$ cat config.mk
export PLATFORM = sky130hd
export DESIGN_NAME = pri_frame_monitor
export DESIGN_NICKNAME = d
export VERILOG_FILES = /design/src/rtl/pri_frame_monitor.sv
export SDC_FILE = /design/constraint.sdc
export NUM_CORES = 1
export LEC_CHECK = 0
export ABC_AREA = 1
export CAP_MARGIN = 20
export CORE_ASPECT_RATIO = 1.2
export CORE_UTILIZATION = 45
export CTS_BUF_LIST = sky130_fd_sc_hd__clkbuf_8
export CTS_CLUSTER_DIAMETER = 200
export DETAILED_ROUTE_END_ITERATION = 10
export SLEW_MARGIN = 20
export SYNTH_ARGS = -nofsm -noshare
export SYNTH_HDL_FRONTEND = slang
export SYNTH_SLANG_ARGS = --single-unit
$ cat constraint.sdc
create_clock -name clk -period 4.7 [get_ports clk]
set_input_delay 0.47 -clock clk [delete_from_list [all_inputs] [get_ports clk]]
set_output_delay 0.47 -clock clk [all_outputs]
set_load 0.02 [all_outputs]
$ cat src/rtl/pri_frame_monitor.sv
// pri_frame_monitor: measures PRI pulse widths/counts between SOF and EOF.
// Optional rise-to-rise period check enabled by defining PRI_PERIOD_CHK_EN.
module pri_frame_monitor #(
    parameter int CNT_W      = 16,
    parameter int EXP_ON     = 2048,
    parameter int EXP_PERIOD = 6145,
    parameter int TOL        = 2,
    parameter int EXP_PULSES = 50,
    parameter int TIMEOUT    = 400000
) (
    input  logic             clk,
    input  logic             reset_n,
    input  logic             pri,
    input  logic             sof,
    input  logic             eof,
    output logic             frame_done,
    output logic [7:0]       pulse_cnt,
    output logic [CNT_W-1:0] min_on,
    output logic [CNT_W-1:0] max_on,
    output logic             err_width,
    output logic             err_count,
    output logic             err_timeout,
    output logic             err_period
);

    localparam int FRM_W = $clog2(TIMEOUT + 1);
    localparam int ON_LO_I = (EXP_ON > TOL) ? (EXP_ON - TOL) : 0;
    localparam int ON_HI_I = EXP_ON + TOL;
    localparam logic [CNT_W:0] ON_LO = (CNT_W+1)'(ON_LO_I);
    localparam logic [CNT_W:0] ON_HI = (CNT_W+1)'(ON_HI_I);
    localparam logic [FRM_W-1:0] FRM_LAST = FRM_W'(TIMEOUT - 1);
    localparam logic [FRM_W-1:0] FRM_ONE = FRM_W'(1);
    localparam logic [CNT_W-1:0] CNT_ONE = CNT_W'(1);
    localparam logic [CNT_W-1:0] CNT_MAX = '1;

    typedef enum logic [1:0] {
        S_IDLE,
        S_ARM,
        S_FRAME,
        S_DONE
    } state_t;

    state_t r_state;

    logic r_pri_q, r_pri_d;
    logic r_sof_q, r_sof_d;
    logic r_eof_q, r_eof_d;

    logic [7:0]       r_pcnt;
    logic [CNT_W-1:0] r_on;
    logic [CNT_W-1:0] r_min;
    logic [CNT_W-1:0] r_max;
    logic [FRM_W-1:0] r_frm_cnt;
    logic             r_in_pulse;
    logic             r_have_w;
    logic             r_err_w;
    logic             r_tmo;

    logic w_pri_rise, w_pri_fall;
    logic w_sof_rise, w_sof_fall;
    logic w_eof_rise;
    logic w_on_bad;
    logic w_trunc;
    logic w_clear;

    assign w_pri_rise = r_pri_q & ~r_pri_d;
    assign w_pri_fall = ~r_pri_q & r_pri_d;
    assign w_sof_rise = r_sof_q & ~r_sof_d;
    assign w_sof_fall = ~r_sof_q & r_sof_d;
    assign w_eof_rise = r_eof_q & ~r_eof_d;

    assign w_on_bad = ({1'b0, r_on} < ON_LO) | ({1'b0, r_on} > ON_HI);
    // pulse still in progress when the frame closes
    assign w_trunc  = w_pri_rise | (r_in_pulse & r_pri_q);
    assign w_clear  = w_sof_rise & ((r_state == S_IDLE) | (r_state == S_FRAME));

    // register the strobes and keep one extra delay for edge detection
    always_ff @(posedge clk or negedge reset_n) begin
        if (!reset_n) begin
            r_pri_q <= 1'b0;
            r_pri_d <= 1'b0;
            r_sof_q <= 1'b0;
            r_sof_d <= 1'b0;
            r_eof_q <= 1'b0;
            r_eof_d <= 1'b0;
        end else begin
            r_pri_q <= pri;
            r_pri_d <= r_pri_q;
            r_sof_q <= sof;
            r_sof_d <= r_sof_q;
            r_eof_q <= eof;
            r_eof_d <= r_eof_q;
        end
    end

    // frame FSM, measurement datapath and registered summary outputs
    always_ff @(posedge clk or negedge reset_n) begin
        if (!reset_n) begin
            r_state     <= S_IDLE;
            r_pcnt      <= '0;
            r_on        <= '0;
            r_min       <= CNT_MAX;
            r_max       <= '0;
            r_frm_cnt   <= '0;
            r_in_pulse  <= 1'b0;
            r_have_w    <= 1'b0;
            r_err_w     <= 1'b0;
            r_tmo       <= 1'b0;
            frame_done  <= 1'b0;
            pulse_cnt   <= '0;
            min_on      <= '0;
            max_on      <= '0;
            err_width   <= 1'b0;
            err_count   <= 1'b0;
            err_timeout <= 1'b0;
        end else begin
            frame_done <= 1'b0;
            if (w_clear) begin
                r_pcnt     <= '0;
                r_on       <= '0;
                r_min      <= CNT_MAX;
                r_max      <= '0;
                r_frm_cnt  <= '0;
                r_in_pulse <= 1'b0;
                r_have_w   <= 1'b0;
                r_err_w    <= 1'b0;
                r_tmo      <= 1'b0;
            end
            unique case (r_state)
                S_IDLE: begin
                    if (w_sof_rise)
                        r_state <= S_ARM;
                end
                S_ARM: begin
                    if (w_sof_fall) begin
                        r_frm_cnt <= '0;
                        r_state   <= S_FRAME;
                    end
                end
                S_FRAME: begin
                    if (w_sof_rise) begin
                        r_state <= S_ARM;
                    end else begin
                        r_frm_cnt <= r_frm_cnt + FRM_ONE;
                        if (w_pri_rise) begin
                            if (r_pcnt != 8'hFF)
                                r_pcnt <= r_pcnt + 8'd1;
                            r_on       <= CNT_ONE;
                            r_in_pulse <= 1'b1;
                        end else if (r_in_pulse && r_pri_q) begin
                            if (r_on != CNT_MAX)
                                r_on <= r_on + CNT_ONE;
                        end else if (r_in_pulse && w_pri_fall) begin
                            r_in_pulse <= 1'b0;
                            r_have_w   <= 1'b1;
                            if (w_on_bad)
                                r_err_w <= 1'b1;
                            if (r_on < r_min)
                                r_min <= r_on;
                            if (r_on > r_max)
                                r_max <= r_on;
                        end
                        if (w_eof_rise || (r_frm_cnt == FRM_LAST)) begin
                            r_state <= S_DONE;
                            r_tmo   <= ~w_eof_rise;
                            if (w_trunc)
                                r_err_w <= 1'b1;
                        end
                    end
                end
                S_DONE: begin
                    frame_done  <= 1'b1;
                    pulse_cnt   <= r_pcnt;
                    min_on      <= r_have_w ? r_min : '0;
                    max_on      <= r_have_w ? r_max : '0;
                    err_width   <= r_err_w;
                    err_count   <= (int'(r_pcnt) != EXP_PULSES);
                    err_timeout <= r_tmo;
                    r_state     <= S_IDLE;
                end
            endcase
        end
    end

`ifdef PRI_PERIOD_CHK_EN
    localparam int PER_LO_I = (EXP_PERIOD > TOL) ? (EXP_PERIOD - TOL) : 0;
    localparam int PER_HI_I = EXP_PERIOD + TOL;
    localparam logic [CNT_W:0] PER_LO = (CNT_W+1)'(PER_LO_I);
    localparam logic [CNT_W:0] PER_HI = (CNT_W+1)'(PER_HI_I);

    logic [CNT_W-1:0] r_per;
    logic             r_per_run;
    logic             r_err_p;
    logic             w_per_bad;

    // a saturated period counter is always treated as out of range
    assign w_per_bad = ({1'b0, r_per} < PER_LO) | ({1'b0, r_per} > PER_HI) |
                       (r_per == CNT_MAX);

    // rise-to-rise period measurement; first rise of a frame only starts it
    always_ff @(posedge clk or negedge reset_n) begin
        if (!reset_n) begin
            r_per      <= '0;
            r_per_run  <= 1'b0;
            r_err_p    <= 1'b0;
            err_period <= 1'b0;
        end else begin
            if (w_clear) begin
                r_per     <= '0;
                r_per_run <= 1'b0;
                r_err_p   <= 1'b0;
            end else if (r_state == S_FRAME) begin
                if (w_pri_rise) begin
                    r_per     <= CNT_ONE;
                    r_per_run <= 1'b1;
                    if (r_per_run && w_per_bad)
                        r_err_p <= 1'b1;
                end else if (r_per_run && (r_per != CNT_MAX)) begin
                    r_per <= r_per + CNT_ONE;
                end
            end
            if (r_state == S_DONE)
                err_period <= r_err_p;
        end
    end
`else
    assign err_period = 1'b0;
`endif

endmodule

==> metrics.md <==
| Metric | Value |
|---|---|
| Critical Path Start Type | flip-flop |
| DP Wirelength | approximately 13,000 um |
| CP peak stage delay | 720 ps |
| Average cell area after synthesis | between 7 and 8 um^2 |
| H-tree Lvls | 4 |
| Area Overhead vs Synth | 13.1% |
| Clk_lat worst skew | roughly 460 ps |
| Syn nets | between 1,000 and 1,500 |
| Hold-fix buffers, CTS | 0 |
| Highest-delay cell along the critical path | nand3_1 |
| PD cells | about 410 mW/mm^2 |
| Die Width | about 120 um |
| CTS sink cnt | 131 |
| Mapped Area | 0.00747 mm^2 |
| Final ANT Viol Nets | 0 |
| Endpoints failing setup | 0 |
| Setup repair after global routing missed its margin | no |
| M1 WL | roughly 8300 um |
| Worst min-delay path category | in -> async |
| VDD IR max | 256 uV |
| YS warnings | 0 |
| Synth Instances | 991 |
| MaxCap Viol Count | 0 |
| Initial antenna violation count | 0 |
| Sequential share of the synthesized area | 44.2% |
| Setup_tns | 0 ps |
| CTS tree | built |
| Via density | 5.19 |
| Critical Path Sink Type | flip-flop |
| Share of cells above drive strength 1 | 6.51% |
| Gr ovfl total | 0 |
| # diodes | 0 |
| DIE HEIGHT | 143 um |
| Initial Utilization | 46.1% |
| Register bit total from synthesis | 131 |
| Drt first pass iters | 5 |
| Max layer used | met4 |
| Pleak | 4.15 nW |
| Critical path buffer and inverter count | 3 |
| Kind of critical path | reg -> reg |
| DR iter-0 viols | 477 |
| DP Area | around 0.0081 mm^2 |
| Synth Flop Type | dfrtp_1 |
| Met3 WL post-DR | 718 um |
| Family with the most delay on the worst path | simple AND/OR/NAND/NOR gates |
| Post-CTS Setup Bufs | 0 |
| Largest net degree at the start of global routing | 102 |
| Met2 WL | roughly 9000 um |
| Synth cell types | 45 |
| Minimum clock period | 3200 ps |
| Most frequent CP cell | inv_1 |
| Post-cts resize count | 0 |
| Crit-path cells | inv_1, ha_1, inv_1, nor2_1, buf_4, nand3_1, o21ai_0 |
| Post-route cell area | 0.00845 mm^2 |
| EDFF count, synth | 0 |
| Worst setup startpoint | r_state[0]$_DFFE_PN0P_ |
| CTS Root Cell | clkbuf_8 |
| WP data required | roughly 5000 ps |
| Gr usage total | a little under a quarter |
| Routed wire length | 18,700 um |
| Clock buffer depth | 2 |
| Final Hold Fails | 0 |
| Core ar. | 0.0162 mm^2 |
| Port Buffer Count | 48 |
| Vias | 6,513 |
| Async set or reset register ratio after synthesis | 100% |
| RePlAce Congestion | 0.867 |
| WL/cell | 14.9 um |
| Clk slew on worst S/H paths | 80 ps |
| Max Clock Freq | 312 MHz |
| Worst Max-Slew Pin Slew | roughly 990 ps |
| Rows | between 50 and 60 |
| Normalized max-slew margin | between 30% and 40% |
| Outcome | complete, no violations |
| Cts bufs inserted | 17 |
| Die ar. | 0.0171 mm^2 |
| R2R Path Start | r_state[0]$_DFFE_PN0P_ |
| DRC viols | 0 |
| Final setup skew | 12.5 ps |
| Max Fanout on Critical Path | 30 |
| First-pass GRT wire length | 31,600 um |
| Final Cycle Share | 68.1% |
| Final net count | 1,076 |
| I/O pins | 50 |
| Vias in the first global route | around 6,200 |
| Worst path arrival time | 3540 ps |
| Final-report max-slew violation count | 0 |
-- worst paths after layout --
kind,end,cells after the start,slack [ps]
worst max-delay path,r_max[12]$_DFF_PN0_,7,1500
worst min-delay path,min_on[3]$_DFFE_PN0P_,1,130
worst max register to register,r_max[12]$_DFF_PN0_,7,1500
worst min register to register,r_sof_d$_DFF_PN0_,0,380
max in group asynchronous,r_min[13]$_DFF_PN1_,2,3580
min in group clk,r_sof_d$_DFF_PN0_,0,380
-- cells in the mapped netlist, types with 2 or more instances --
master	number	area [um^2]
nor2_4	5	56.3
o211ai_1	2	15.0
nand4_1	12	75.1
nor2_2	2	12.5
clkbuf_1	15	56.3
o21ai_0	88	440
inv_2	4	15.0
inv_1	116	435
nor3_1	6	30.0
nand3_1	79	395
nand2_1	317	1190
a31oi_1	5	31.3
o22ai_1	6	37.5
a22o_1	2	17.5
nor4_1	4	25.0
clkinv_1	2	7.51
dfstp_2	16	420
nand2_4	2	22.5
dfrtp_1	115	2880
ha_1	40	500
a21oi_1	22	110
buf_4	2	15.0
xnor2_1	2	17.5
buf_6	2	22.5
buf_1	2	7.51
xor2_1	6	52.6
a22oi_1	2	15.0
nand3b_1	5	37.5
buf_2	8	40.0
nand3_4	2	35.0
nor2_1	86	323
-- flip-flops by register name (all words and copies together), names as in the netlist, 2 cells and up --
name,count
r_frm_cnt,19
r_on,16
r_pcnt,8
r_min,16
max_on,16
r_max,16
min_on,16
pulse_cnt,8
r_state,2
-- per-stage QoR --
step / utilization [%] / hold slack, ps / setup WS [ps] / std cells / total power, mW
final: 52.1 / 132 / 1500 / 1256 / 3.48
after global routing: 52.1 / 194 / 1170 / 1256 / 3.73
after CTS: 52.1 / 151 / 1470 / 1256 / 3.52
after detailed placement: 49.8 / 364 / 1530 / 1224 / 2.59
after global placement: 49.8 / 360 / 1680 / 1224 / 2.57
after floorplan: - / 174 / 2870 / 991 / 2.21
-- cell usage in the layout, fill, tap and decap left out, types with 3 or more instances in the layout --
master	netlist	routed
nand2_1	317	317
dfrtp_1	115	115
nor3_1	6	6
o22ai_1	6	6
clkinv_2	0	4
ha_1	40	40
a21oi_1	22	22
nand4_1	12	12
nand3_1	79	79
o21ai_0	88	88
nor2_4	5	5
buf_4	2	3
nor4_1	4	4
inv_1	116	120
nand3b_1	5	5
a31oi_1	5	5
dfstp_2	16	16
clkbuf_8	0	18
clkinvlp_4	0	4
xor2_1	6	6
inv_2	4	4
clkdlybuf4s50_1	0	47
nor2_1	86	86
-- metal layers --
layer | vias to the layer above | GRT usage [%]
met4 | 0 | 10.9
met1 | 3029 | 29.9
met5 | - | 0
li1 | 3267 | -
met2 | 175 | 39.9
met3 | 42 | 3.51
-- cell families after synthesis --
kind of cell	after synthesis	synth area share, %
other	1	0.0502
XOR/XNOR	8	0.938
AND/OR/NAND/NOR	525	30.1
buffers and inverters	152	8.29
flip-flops	131	44.2
adder cells (fa/ha/maj)	40	6.70
AO/OA/AOI/OAI	134	9.75
-- final cells by class --
type	instances	area, um^2
Multi-Input combinational cell	708	3550
Tap cell	212	265
Sequential cell	131	3300
Timing Repair Buffer	51	504
Inverter	122	458
Clock inverter	14	125
Fill cell	1613	7760
Clock buffer	18	248
-- power by group --
part           switching (mW)  leakage [nW]  internal [mW]
combinational           0.737          2.22          0.368
sequential              0.133          1.74           1.32
clock                   0.449         0.195          0.472
No activity file was read; power rests on OpenSTA's default activity.
